### src/rtl/btn_debounce.sv
// Push-button conditioner: polarity normalisation, two-flop synchroniser and a
// stability-counter debounce FSM producing a clean level plus press/release pulses.
module btn_debounce #(
    parameter int STABLE_CYCLES = 1000000,
    parameter bit ACTIVE_LOW    = 1'b1,
    parameter int CNT_WIDTH     = $clog2(STABLE_CYCLES + 1)
) (
    input  logic clk_50MHZ,
    input  logic rstn_i,
    input  logic btn_i,
    output logic btn_state_o,
    output logic press_o,
    output logic release_o
);

    typedef enum logic [1:0] {
        IDLE         = 2'd0,
        PRESS_WAIT   = 2'd1,
        PRESSED      = 2'd2,
        RELEASE_WAIT = 2'd3
    } state_t;

    localparam logic [CNT_WIDTH-1:0] CNT_LAST = CNT_WIDTH'(STABLE_CYCLES - 1);
    localparam logic [CNT_WIDTH-1:0] CNT_ONE  = CNT_WIDTH'(1);

    logic                 pressed_raw;
    logic                 sync_q1;
    logic                 sync_q2;
    state_t               state_q;
    logic [CNT_WIDTH-1:0] cnt_q;
    logic                 btn_state_q;
    logic                 press_q;
    logic                 release_q;

    // Polarity is fixed before the synchroniser so both flops idle at "not pressed".
    assign pressed_raw = btn_i ^ ACTIVE_LOW;

    always_ff @(posedge clk_50MHZ or negedge rstn_i) begin
        if (!rstn_i) begin
            sync_q1 <= 1'b0;
            sync_q2 <= 1'b0;
        end else begin
            sync_q1 <= pressed_raw;
            sync_q2 <= sync_q1;
        end
    end

    always_ff @(posedge clk_50MHZ or negedge rstn_i) begin
        if (!rstn_i) begin
            state_q     <= IDLE;
            cnt_q       <= '0;
            btn_state_q <= 1'b0;
            press_q     <= 1'b0;
            release_q   <= 1'b0;
        end else begin
            press_q   <= 1'b0;
            release_q <= 1'b0;
            case (state_q)
                IDLE: begin
                    if (sync_q2) begin
                        state_q <= PRESS_WAIT;
                        cnt_q   <= '0;
                    end
                end
                PRESS_WAIT: begin
                    if (!sync_q2) begin
                        state_q <= IDLE;
                        cnt_q   <= '0;
                    end else if (cnt_q == CNT_LAST) begin
                        state_q     <= PRESSED;
                        cnt_q       <= '0;
                        btn_state_q <= 1'b1;
                        press_q     <= 1'b1;
                    end else begin
                        cnt_q <= cnt_q + CNT_ONE;
                    end
                end
                PRESSED: begin
                    if (!sync_q2) begin
                        state_q <= RELEASE_WAIT;
                        cnt_q   <= '0;
                    end
                end
                RELEASE_WAIT: begin
                    // A bounce back high returns to PRESSED silently; the level never dropped.
                    if (sync_q2) begin
                        state_q <= PRESSED;
                        cnt_q   <= '0;
                    end else if (cnt_q == CNT_LAST) begin
                        state_q     <= IDLE;
                        cnt_q       <= '0;
                        btn_state_q <= 1'b0;
                        release_q   <= 1'b1;
                    end else begin
                        cnt_q <= cnt_q + CNT_ONE;
                    end
                end
                default: begin
                    state_q     <= IDLE;
                    cnt_q       <= '0;
                    btn_state_q <= 1'b0;
                end
            endcase
        end
    end

    assign btn_state_o = btn_state_q;
    assign press_o     = press_q;
    assign release_o   = release_q;

    a_pulses_exclusive: assert property (@(posedge clk_50MHZ) disable iff (!rstn_i)
        !(press_q && release_q));
    a_press_single: assert property (@(posedge clk_50MHZ) disable iff (!rstn_i)
        press_q |=> !press_q);
    a_release_single: assert property (@(posedge clk_50MHZ) disable iff (!rstn_i)
        release_q |=> !release_q);

endmodule

### config.mk
export PLATFORM = sky130hd
export DESIGN_NAME = btn_debounce
export DESIGN_NICKNAME = d
export VERILOG_FILES = /design/src/rtl/btn_debounce.sv
export SDC_FILE = /design/constraint.sdc
export NUM_CORES = 1
export LEC_CHECK = 0
export ABC_AREA = 1
export CORE_MARGIN = 5
export CORE_UTILIZATION = 60
export CTS_BUF_LIST = sky130_fd_sc_hd__clkbuf_16
export CTS_CLUSTER_DIAMETER = 80
export DETAILED_ROUTE_END_ITERATION = 10
export PLACE_DENSITY = 0.81
export SYNTH_ARGS = -nofsm -noshare
export SYNTH_HDL_FRONTEND = slang
export SYNTH_SLANG_ARGS = --single-unit
### constraint.sdc
create_clock -name clk_50MHZ -period 2.33 [get_ports clk_50MHZ]
set_input_delay 0.699 -clock clk_50MHZ [delete_from_list [all_inputs] [get_ports clk_50MHZ]]
set_output_delay 0.699 -clock clk_50MHZ [all_outputs]
set_load 0.01 [all_outputs]
==> impl_results.md <==
- Number of instances in the synthesized netlist: around 220
- Clock sink count: 27
- Static Leak: 0.000834 µW
- Cell type with the largest total area after synthesis: sky130_fd_sc_hd__dfrtp_1
- Setup total negative slack: 0 ns
- Final worst-path setup slack: 0.497 ns
- Fraction of post-synthesis cell area in the top cell type by area: ~40%
- Post-synthesis register bit count: 27
- Aggregate routed wire length: 3.23 mm
- Buffering stage count on the worst path with inverters included: 1
- Overflow after GRT: 0
- Post-cts resize count: 0
- Post-DRT Antenna Nets: 0
- Initial cell density of the core: just over 60%
- Final design area excluding fillers: 1820 µm²
- CP Data Arrival Time: 1.13 ns
- Dominant delay contributor by cell family on the critical path: buffers and inverters
- Biggest area contributors in the synthesized netlist: sky130_fd_sc_hd__dfrtp_1 (40%), sky130_fd_sc_hd__nand2_1 (17%), sky130_fd_sc_hd__inv_1 (4.9%)
- Endpoint required time on the critical path: approximately 1.6 ns
- I/O pins: 6
- Global-route wire length before repair: ~6 mm
- Endpoints failing setup: 0
- Class of the worst hold path: reg2reg
- Htree depth: 1
- Stage delay of the slowest cell on the critical path: ~0.53 ns
- Critical path peak fanout: 2
- Worst Tran Pin Value: about 0.34 ns
- Placement Cell Area: 1740 µm²
- Worst-Skew Late Latency: between 0.2 and 0.3 ns
- Hold Vio Cnt, Final: 0
- CTS tree: built
- Result of the run: completed
- Max stage delay cell, worst path: sky130_fd_sc_hd__clkdlybuf4s50_1
- Die outline width: 62.7 µm
- Post-CTS Hold Fix Bufs: 0
- Clock tree root buffer cell: sky130_fd_sc_hd__clkbuf_16
- RSZ-0062 raised after global routing: false
- Clock buffer count from CTS: 3
- Via density per instance: 5.32
- Number of slew-limit violations in the final report: 0
- Share of the core filled with cells in the final layout: 67.3%
- Number of antenna violations at the first check in global routing: 0
- Maximum frequency from static timing analysis: 546 MHz
- Largest voltage drop on the vdd net: approximately 660 µV
- Net total in the final layout: 233
- Fraction of layout cells with a size suffix above 1: 12.3%
- Synth Cell Area: 1670 µm²
- Distinct cell type count after synthesis: 29
- Inserted Diodes: 0
- Fin crit share: 78.7%
- P per Cell Area: 654 nW/µm²
- Area added between synthesis and finish: 9.30%
- Detailed placer's ending HPWL: 2.35 mm
- CTS clock-pin slew for the worst setup and hold paths: 0.07 ns
- Number of global-route vias before repair: ~1,300
- DR vias: 1,377
- Remaining routing DRC violations: 0
- Port Buffers: 5
- Synth Net Count: 225
- Overall routing resource usage: 18.0%
- Largest net degree at the start of global routing: 28
- Iter 0 DRT Violations: 86
- DR pass1 iterations: 4
- Average routed wire per standard cell: about 12 µm
- Sequence of cells on the critical path: clkdlybuf4s50_1
- Met3 track utilization from global routing: 1.80%
- Last weighted congestion value of the routability-driven placer: 0.842
- Startpoint type of the worst setup path: flop
- Fin crit period: 1.83 ns
- Peak-usage layer in the global routing report: met2
- Post-Synthesis Mean Instance Area: roughly 7.6 µm²
- Met2 GRT Util: 29.8%
- Number of core rows: 19
- Largest clock skew in the final design: between 0.003 and 0.004 ns
- Worst-case headroom to the max-slew limit: approximately 77%
- Setup fix buffers added after clock tree synthesis: 0
- Overall die height: 62.7 µm
- Floorplan die area: 3940 µm²
- Max_cap viols: 0
- DP Worst Slack: 0.743 ns
- Longest Clk Path Bufs: 2
- Warnings, synthesis: 0
- Post-synthesis sequential area ratio: roughly 40%
- Critical Path End Type: output port
- Area of the core: 2710 µm²
- Type of the worst setup path: reg2out
- Met1 track utilization from global routing: 25.5%
## layout by cell type (no fill, tap or decap)
| master | count |
|---|---|
| sky130_fd_sc_hd__or2_4 | 1 |
| sky130_fd_sc_hd__ha_1 | 1 |
| sky130_fd_sc_hd__nand2_4 | 1 |
| sky130_fd_sc_hd__o21ai_1 | 2 |
| sky130_fd_sc_hd__nand3_4 | 3 |
| sky130_fd_sc_hd__nand2_1 | 75 |
| sky130_fd_sc_hd__buf_4 | 1 |
| sky130_fd_sc_hd__nor2_8 | 1 |
| sky130_fd_sc_hd__or2_0 | 1 |
| sky130_fd_sc_hd__o21ai_0 | 8 |
| sky130_fd_sc_hd__a21oi_4 | 1 |
| sky130_fd_sc_hd__xor2_1 | 7 |
| sky130_fd_sc_hd__or2_2 | 1 |
| sky130_fd_sc_hd__xnor2_1 | 1 |
| sky130_fd_sc_hd__nor2_1 | 21 |
| sky130_fd_sc_hd__nand3_2 | 3 |
| sky130_fd_sc_hd__nand4_1 | 8 |
| sky130_fd_sc_hd__nand2_2 | 1 |
| sky130_fd_sc_hd__o21bai_1 | 1 |
| sky130_fd_sc_hd__a21oi_1 | 1 |
| sky130_fd_sc_hd__nand3_1 | 14 |
| sky130_fd_sc_hd__clkbuf_16 | 3 |
| sky130_fd_sc_hd__dfrtp_1 | 27 |
| sky130_fd_sc_hd__clkdlybuf4s50_1 | 5 |
| sky130_fd_sc_hd__inv_1 | 22 |
| sky130_fd_sc_hd__nor2_2 | 6 |
| sky130_fd_sc_hd__nor2_4 | 2 |
| sky130_fd_sc_hd__clkinv_2 | 1 |
| sky130_fd_sc_hd__nor3_1 | 2 |
| sky130_fd_sc_hd__inv_2 | 3 |
| sky130_fd_sc_hd__o22ai_1 | 4 |
## flip-flops by register name, indices dropped and copies added, names as in the netlist, named ones only
signal       flops
state_q          1
cnt_q           20
sync_q1          1
btn_state_o      1
press_o          1
release_o        1
sync_q2          1
## power by group
| group | internal (µW) | switching (µW) |
|---|---|---|
| clock | 231 | 156 |
| sequential | 502 | 35.1 |
| combinational | 76.7 | 192 |
| total | 810 | 383 |
## cell families after synthesis
kind of cell	share of synthesized area [%]
and+or+nand+nor	41.5
buffers and inverters	6.90
DFF	40.5
AOI/OAI and AO/OA	6.22
xor gates and xnor gates	4.20
adders and majority gates	0.750
## Yosys cell counts, drive strengths merged
cell type / instances
nor3: 2
nand2: 77
nand4: 8
a21oi: 2
o21bai: 1
xnor2: 1
ha: 1
inv: 25
nor2: 30
dfrtp: 27
xor2: 7
o21ai: 10
or2: 3
nand3: 20
buf: 3
o22ai: 4
## metrics by stage
stage / total power [µW] / cells / hold slack, ns
6_report: 1190 / 259 / 0.350
5_1_grt: 1260 / 259 / 0.356
4_1_cts: 1200 / 259 / 0.354
3_5_place_dp: 818 / 255 / 0.338
3_3_place_gp: 818 / 255 / 0.336
2_1_floorplan: 760 / 221 / 0.331
## area by class of cell
cell class,count,area (µm²)
fill,236,886
multi-input combinational,166,878
sequential,27,676
inverter,25,93.8
clock buffer,3,75.1
timing repair buffer,6,57.6
tap,31,38.8
clock inverter,1,5.00
## worst paths after layout
| check | start | endpoint | slack, ns | cells past startpoint |
|---|---|---|---|---|
| max | btn_state_o | btn_state_o | 0.50 | 1 |
| min | sync_q1 | sync_q2 | 0.35 | 0 |
| max reg2reg | cnt_q[0] | cnt_q[13] | 0.72 | 8 |
| min reg2reg | sync_q1 | sync_q2 | 0.35 | 0 |
| max in group asynchronous | rstn_i | cnt_q[14] | 1.27 | 2 |
| min in group asynchronous | rstn_i | cnt_q[2] | 0.81 | 2 |
## layer usage
| layer | vias up | share of wire [%] |
|---|---|---|
| met1 | 628 | 47 |
| li1 | 715 | - |
| met4 | 0 | 0.87 |
| met5 | - | 0 |
| met2 | 30 | 48 |
| met3 | 4 | 3.9 |
No activity file was read; power rests on OpenSTA's default activity.
